$ cat config.mk
export PLATFORM = sky130hd
export DESIGN_NAME = cpu_ctrl
export DESIGN_NICKNAME = d
export VERILOG_FILES = /design/src/rtl/cpu_ctrl_pkg.sv /design/src/rtl/cpu_ctrl_retire_cnt.sv /design/src/rtl/cpu_ctrl.sv
export SDC_FILE = /design/constraint.sdc
export NUM_CORES = 1
export LEC_CHECK = 0
export ABC_AREA = 0
export BUFFER_PORTS_ARGS = -buffer_cell sky130_fd_sc_hd__buf_2
export CORE_ASPECT_RATIO = 1.4
export CORE_MARGIN = 8
export CORE_UTILIZATION = 44
export CTS_CLUSTER_SIZE = 10
export DETAILED_ROUTE_END_ITERATION = 16
export PLACE_DENSITY = 0.8
export SLEW_MARGIN = 5
export SYNTH_ARGS = -nofsm -noshare
export SYNTH_HDL_FRONTEND = slang
export SYNTH_SLANG_ARGS = --single-unit
$ cat constraint.sdc
create_clock -name clk -period 1.9 [get_ports clk]
set_clock_uncertainty 0.2 [all_clocks]
set_input_delay 0.285 -clock clk [delete_from_list [all_inputs] [get_ports clk]]
set_output_delay 0.285 -clock clk [all_outputs]
set_load 0.005 [all_outputs]
$ cat src/rtl/cpu_ctrl_pkg.sv
// Shared encodings for the cpu_ctrl instruction controller: instruction fields,
// opcodes, FSM states and ALU operation selects.
package cpu_ctrl_pkg;

  localparam int INS_W    = 11;
  localparam int OPC_HI   = 10;
  localparam int OPC_LO   = 8;
  localparam int OFS_HI   = 7;
  localparam int OFS_LO   = 4;
  localparam int WADDR_HI = 3;
  localparam int WADDR_LO = 2;

  typedef enum logic [2:0] {
    S_RST    = 3'd0,
    S_FETCH  = 3'd1,
    S_DECODE = 3'd2,
    S_EXEC   = 3'd3,
    S_WB     = 3'd4,
    S_HALT   = 3'd5
  } state_t;

  typedef enum logic [2:0] {
    OP_ADD   = 3'b000,
    OP_SUB   = 3'b001,
    OP_LDI   = 3'b010,
    OP_NOP_A = 3'b011,
    OP_BEQ   = 3'b100,
    OP_JMP   = 3'b101,
    OP_NOP_B = 3'b110,
    OP_HLT   = 3'b111
  } opcode_t;

  localparam logic [1:0] ALU_ADD    = 2'b00;
  localparam logic [1:0] ALU_SUB    = 2'b01;
  localparam logic [1:0] ALU_PASS_B = 2'b10;

  // BEQ compares by subtraction, so it shares the SUB select.
  function automatic logic [1:0] alu_sel(opcode_t op);
    case (op)
      OP_SUB, OP_BEQ: return ALU_SUB;
      OP_LDI:         return ALU_PASS_B;
      default:        return ALU_ADD;
    endcase
  endfunction

  function automatic logic writes_reg(opcode_t op);
    return (op == OP_ADD) || (op == OP_SUB) || (op == OP_LDI);
  endfunction

endpackage

$ cat src/rtl/cpu_ctrl_retire_cnt.sv
// Saturating retired-instruction counter with synchronous clear.
module cpu_ctrl_retire_cnt #(
  parameter int W = 8
) (
  input  logic         clk,
  input  logic         clr,
  input  logic         inc,
  output logic [W-1:0] count
);

  always_ff @(posedge clk) begin
    if (clr) begin
      count <= '0;
    end else if (inc && (count != {W{1'b1}})) begin
      count <= count + W'(1);
    end
  end

endmodule

$ cat src/rtl/cpu_ctrl.sv
// cpu_ctrl: multi-cycle FETCH/DECODE/EXEC/WB controller with registered Moore outputs.
// Define CPU_CTRL_SINGLE_STEP_EN to add a step input that gates each FETCH.
module cpu_ctrl
  import cpu_ctrl_pkg::*;
#(
  parameter int RETIRE_W = 8
) (
  input  logic                clk,
  input  logic                rst_n,
`ifdef CPU_CTRL_SINGLE_STEP_EN
  input  logic                step,
`endif
  input  logic [INS_W-1:0]    INS,
  input  logic                alu_eq,
  output logic                set_pc,
  output logic                pc_en,
  output logic                pc_jmp,
  output logic                ir_load,
  output logic [1:0]          ALU_OP,
  output logic                reg_we,
  output logic [1:0]          REG_WADDR,
  output logic                halted,
  output logic [2:0]          STATE,
  output logic [RETIRE_W-1:0] RETIRED
);

  state_t     state, state_n;
  opcode_t    op_q, op_n;
  logic       eq_q, eq_n;
  logic [1:0] waddr_q, waddr_n;

  logic       set_pc_n, pc_en_n, pc_jmp_n, ir_load_n, reg_we_n, halted_n;
  logic [1:0] alu_op_n, reg_waddr_n;

  // The PC offset and low bits are consumed by the datapath, not here.
  logic unused_ins;
  assign unused_ins = ^{INS[OFS_HI:OFS_LO], INS[1:0]};

  always_ff @(posedge clk) begin
    if (!rst_n) begin
      state     <= S_RST;
      op_q      <= OP_NOP_A;
      eq_q      <= 1'b0;
      waddr_q   <= 2'b00;
      set_pc    <= 1'b1;
      pc_en     <= 1'b0;
      pc_jmp    <= 1'b0;
      ir_load   <= 1'b0;
      ALU_OP    <= ALU_ADD;
      reg_we    <= 1'b0;
      REG_WADDR <= 2'b00;
      halted    <= 1'b0;
    end else begin
      state     <= state_n;
      op_q      <= op_n;
      eq_q      <= eq_n;
      waddr_q   <= waddr_n;
      set_pc    <= set_pc_n;
      pc_en     <= pc_en_n;
      pc_jmp    <= pc_jmp_n;
      ir_load   <= ir_load_n;
      ALU_OP    <= alu_op_n;
      reg_we    <= reg_we_n;
      REG_WADDR <= reg_waddr_n;
      halted    <= halted_n;
    end
  end

  // Outputs are decoded from the next state so they register in step with it.
  always_comb begin
    state_n     = state;
    op_n        = op_q;
    eq_n        = eq_q;
    waddr_n     = waddr_q;
    set_pc_n    = 1'b0;
    pc_en_n     = 1'b0;
    pc_jmp_n    = 1'b0;
    ir_load_n   = 1'b0;
    alu_op_n    = ALU_ADD;
    reg_we_n    = 1'b0;
    reg_waddr_n = 2'b00;
    halted_n    = 1'b0;

    case (state)
      S_RST:   state_n = S_FETCH;
      S_FETCH: begin
`ifdef CPU_CTRL_SINGLE_STEP_EN
        if (ir_load) begin
          state_n = S_DECODE;
        end else if (step) begin
          ir_load_n = 1'b1;
        end
`else
        state_n = S_DECODE;
`endif
      end
      S_DECODE: begin
        op_n    = opcode_t'(INS[OPC_HI:OPC_LO]);
        waddr_n = INS[WADDR_HI:WADDR_LO];
        state_n = (op_n == OP_HLT) ? S_HALT : S_EXEC;
      end
      S_EXEC: begin
        eq_n    = alu_eq;
        state_n = S_WB;
      end
      S_WB:    state_n = S_FETCH;
      S_HALT:  state_n = S_HALT;
      default: state_n = S_RST;
    endcase

    case (state_n)
      S_RST:   set_pc_n = 1'b1;
      S_FETCH: begin
`ifndef CPU_CTRL_SINGLE_STEP_EN
        ir_load_n = 1'b1;
`endif
      end
      S_EXEC:  alu_op_n = alu_sel(op_n);
      S_WB: begin
        pc_en_n     = 1'b1;
        pc_jmp_n    = (op_n == OP_JMP) || ((op_n == OP_BEQ) && eq_n);
        reg_we_n    = writes_reg(op_n);
        reg_waddr_n = waddr_n;
      end
      S_HALT:  halted_n = 1'b1;
      default: ;
    endcase
  end

  assign STATE = state;

  cpu_ctrl_retire_cnt #(
    .W(RETIRE_W)
  ) u_retire_cnt (
    .clk  (clk),
    .clr  (!rst_n),
    .inc  (state == S_WB),
    .count(RETIRED)
  );

endmodule
==> out/results.tsv <==
stage	metric	value	unit
run_status	outcome	complete, no violations	
yosys	netlist_area	0.00110	mm2
die	row_count	21	
yosys	syn_inst	113	
setup_path	setup.worst_path.end_class	flop	
finish	seqCellArea	541	um2
grt	grt_overflow	0	
detailed_routing	dr.pass1.iters	4	
finish	n_antenna_cell	0	
grt	track_usage	0.119	
yosys	synth_cell_type_count	33	
finish	layout-area-overhead-vs-synth	22.6	%
grt	grt_max_degree	15	
timing	fin_hold_ws	0.00949	ns
finish	drive_above_1_share	0.252	
timing	setup_viol_count_final	0	
clock_network	clkTransAtPathRegs	0.14	ns
yosys	avgSynthCellArea	9.71	um2
setup_path	critPathMaxStageDelay	0.52	ns
clock_network	cts-resized-gates	0	
yosys	synthesis.nets	128	
grt	grt_pass1_wl	4.13	mm
timing	hold_violations	0	
die	die_w	58.2	um
detailed_routing	routed_wl	2.49	mm
yosys	synth-seq-cells	27	
yosys	ys.flop_type	dfxtp_1	
run	cap_violations	0	
timing	fin_crit	1.75	ns
yosys	yosysWarnings	0	
setup_path	critPathLaunchType	flop	
die	io_pins	35	
timing	rsz0062_at_grt	false	
die	dieHeight	75.1	um
placement	routabilityCongestion	0.838	
detailed_routing	drt_iter0_drc	19	
setup_path	crit_arrival	1.81	ns
pwr	ir_drop	0.000668	V
detailed_routing	detail-route-antenna-nets	0	
yosys	synth_edf_count	0	
setup_path	path_class	reg -> reg	
setup_path	path_cells	or3b_1, or4_1, a21oi_1	
clock_network	htreeDepth	1	
clock_network	tritoncts	yes	
yosys	yosys-top-cells-area	dfxtp_1 49%, mux2i_1 8.2%, nand2_1 3.1%, a21oi_1 2.7%, nor3_1 2.7%	
finish	final_cell_mix	28 x buf_2, 27 x dfxtp_1, 9 x nand2_1, 9 x mux2i_1	
die	start_util	0.459	
timing	max_freq	572	MHz
pwr	p_leak	0.583	nW
timing	tightest_slew	0.449	ns
finish	layout.nets	163	
finish	fillerInstances	213	
timing	finalCritPeriodShare	0.921	
timing	tns	0	ns
setup_path	cp.required	1.96	ns
hold_path	hp-class	in -> reg	
yosys	synth-seq-area-share	0.493	
finish	multi_input_area	503	um2
die	die_area	0.00437	mm2
detailed_routing	wire_per_inst	13.8	um
clock_network	clkSinkCount	27	
finish	mostFrequentLayoutCell	buf_2	
clock_network	cts_root_buf	clkbuf_4	
placement	dp_hpwl	1.85	mm
grt	antenna_found_initial	0	
timing	slew-limit-headroom	0.700	
clock_network	cts-buffers-inserted	3	
detailed_routing	route.detailed.drc	0	
grt	first_global_vias	930	
setup_path	cpMaxStageDelayCell	or4_1	
die	core_area	0.00239	mm2
clock_network	clock_latency	0.32	ns
yosys	synth_top_area_frac	0.493	
yosys	yosysTopAreaCell	dfxtp_1	
pwr	power.density	694	mW/mm2
placement	numPortBuffers	28	
clock_network	cts_buffer_depth	2	
yosys	synthArstFlopShare	0	
detailed_routing	vias	973	
detailed_routing	vias_per_cell	5.38	
timing	finalMaxSlewViolations	0	
setup_path	path_max_fanout	6	
cell families (layout without fill, tap and decap cells):
logic type      after synthesis  after routing  synth area share
xor+xnor                      1              1           0.00798
buf+inv                      11             45            0.0490
flops                        27             27             0.493
mux                          10             10            0.0924
fa+ha+maj                     1              1            0.0114
simple gates                 45             45             0.231
compound gates               18             18             0.115
worst paths after layout:
path / end / depth (start not counted) / slack (ns) / startpoint
min: waddr_q[1]$_SDFF_PN0_ / 3 / 0.009 / INS[3]
min reg2reg: pc_jmp$_SDFF_PN0_ / 2 / 0.28 / op_q[2]$_SDFF_PN0_
max reg2reg: u_retire_cnt.count[7]$_SDFFE_PN0P_ / 3 / 0.15 / STATE[1]$_SDFF_PN0_
max: u_retire_cnt.count[7]$_SDFFE_PN0P_ / 3 / 0.15 / STATE[1]$_SDFF_PN0_
metrics by stage:
| stage | total power (W) | setup WS (ns) | util | std cells | cell area, um2 |
|---|---|---|---|---|---|
| 3_3_place_gp | 0.000693 | 0.202 | 0.535 | 173 | 1280 |
| 5_1_grt | 0.000984 | 0.0596 | 0.563 | 181 | 1350 |
| 2_1_floorplan | 0.000662 | 0.0625 | - | 113 | 1100 |
| 4_1_cts | 0.000943 | 0.144 | 0.563 | 181 | 1350 |
| 6_report | 0.000934 | 0.151 | 0.563 | 181 | 1350 |
| 3_5_place_dp | 0.000696 | 0.178 | 0.535 | 173 | 1280 |
state kept, by name (all words and copies together), names as in the netlist, 2 cells and up:
register and cells:
ALU_OP 2, u_retire_cnt.count 8, waddr_q 2, REG_WADDR 2, op_q 3, STATE 3
synth_stat cells (3+ instances only):
library cell  instances
and3_1                3
a21oi_1               6
and2_1                3
nand4_1               3
nor3_1                6
buf_2                 4
nand3_1               3
dfxtp_1              27
inv_1                 4
a31oi_1               4
nand3b_1              3
nand2_1               9
mux2i_1               9
nor2_1                6
cell type report:
class                   instances  area share
repair buffers                 37       0.162
well taps                      34      0.0316
flip-flops and latches         27       0.402
clock buffers                   4      0.0195
inverters                       4      0.0112
multi-input cells              75       0.374
power by group:
group | total, W | switching, W | internal (W)
sequential | 0.000590 | 0.00000767 | 0.000582
clock | 0.000244 | 0.000161 | 0.0000821
combinational | 0.000100 | 0.0000519 | 0.0000483
critical path, delay by kind of cell, from the launching register on:
family | cells | cell delay (ns)
and+or+nand+nor | 2 | 0.98
AOI/OAI and AO/OA | 1 | 0.14
DFF | 1 | 0.36
routing by layer:
metal | global-route usage | vias to the layer above | wire length (um) | share of wire
met2 | 0.215 | 28 | 1300 | 0.52
met4 | 0.0546 | 0 | 38 | 0.015
met1 | 0.128 | 460 | 1010 | 0.41
met5 | 0 | - | 0 | 0
met3 | 0.0291 | 4 | 141 | 0.057
li1 | - | 481 | - | -
timing repair:
item | in CTS | in global routing
hold buffers | 4 | 0
setup buffers | 0 | 0
endpoints found under the hold margin | 3 | 0
Note: power is estimated with default switching activity, not from simulation.
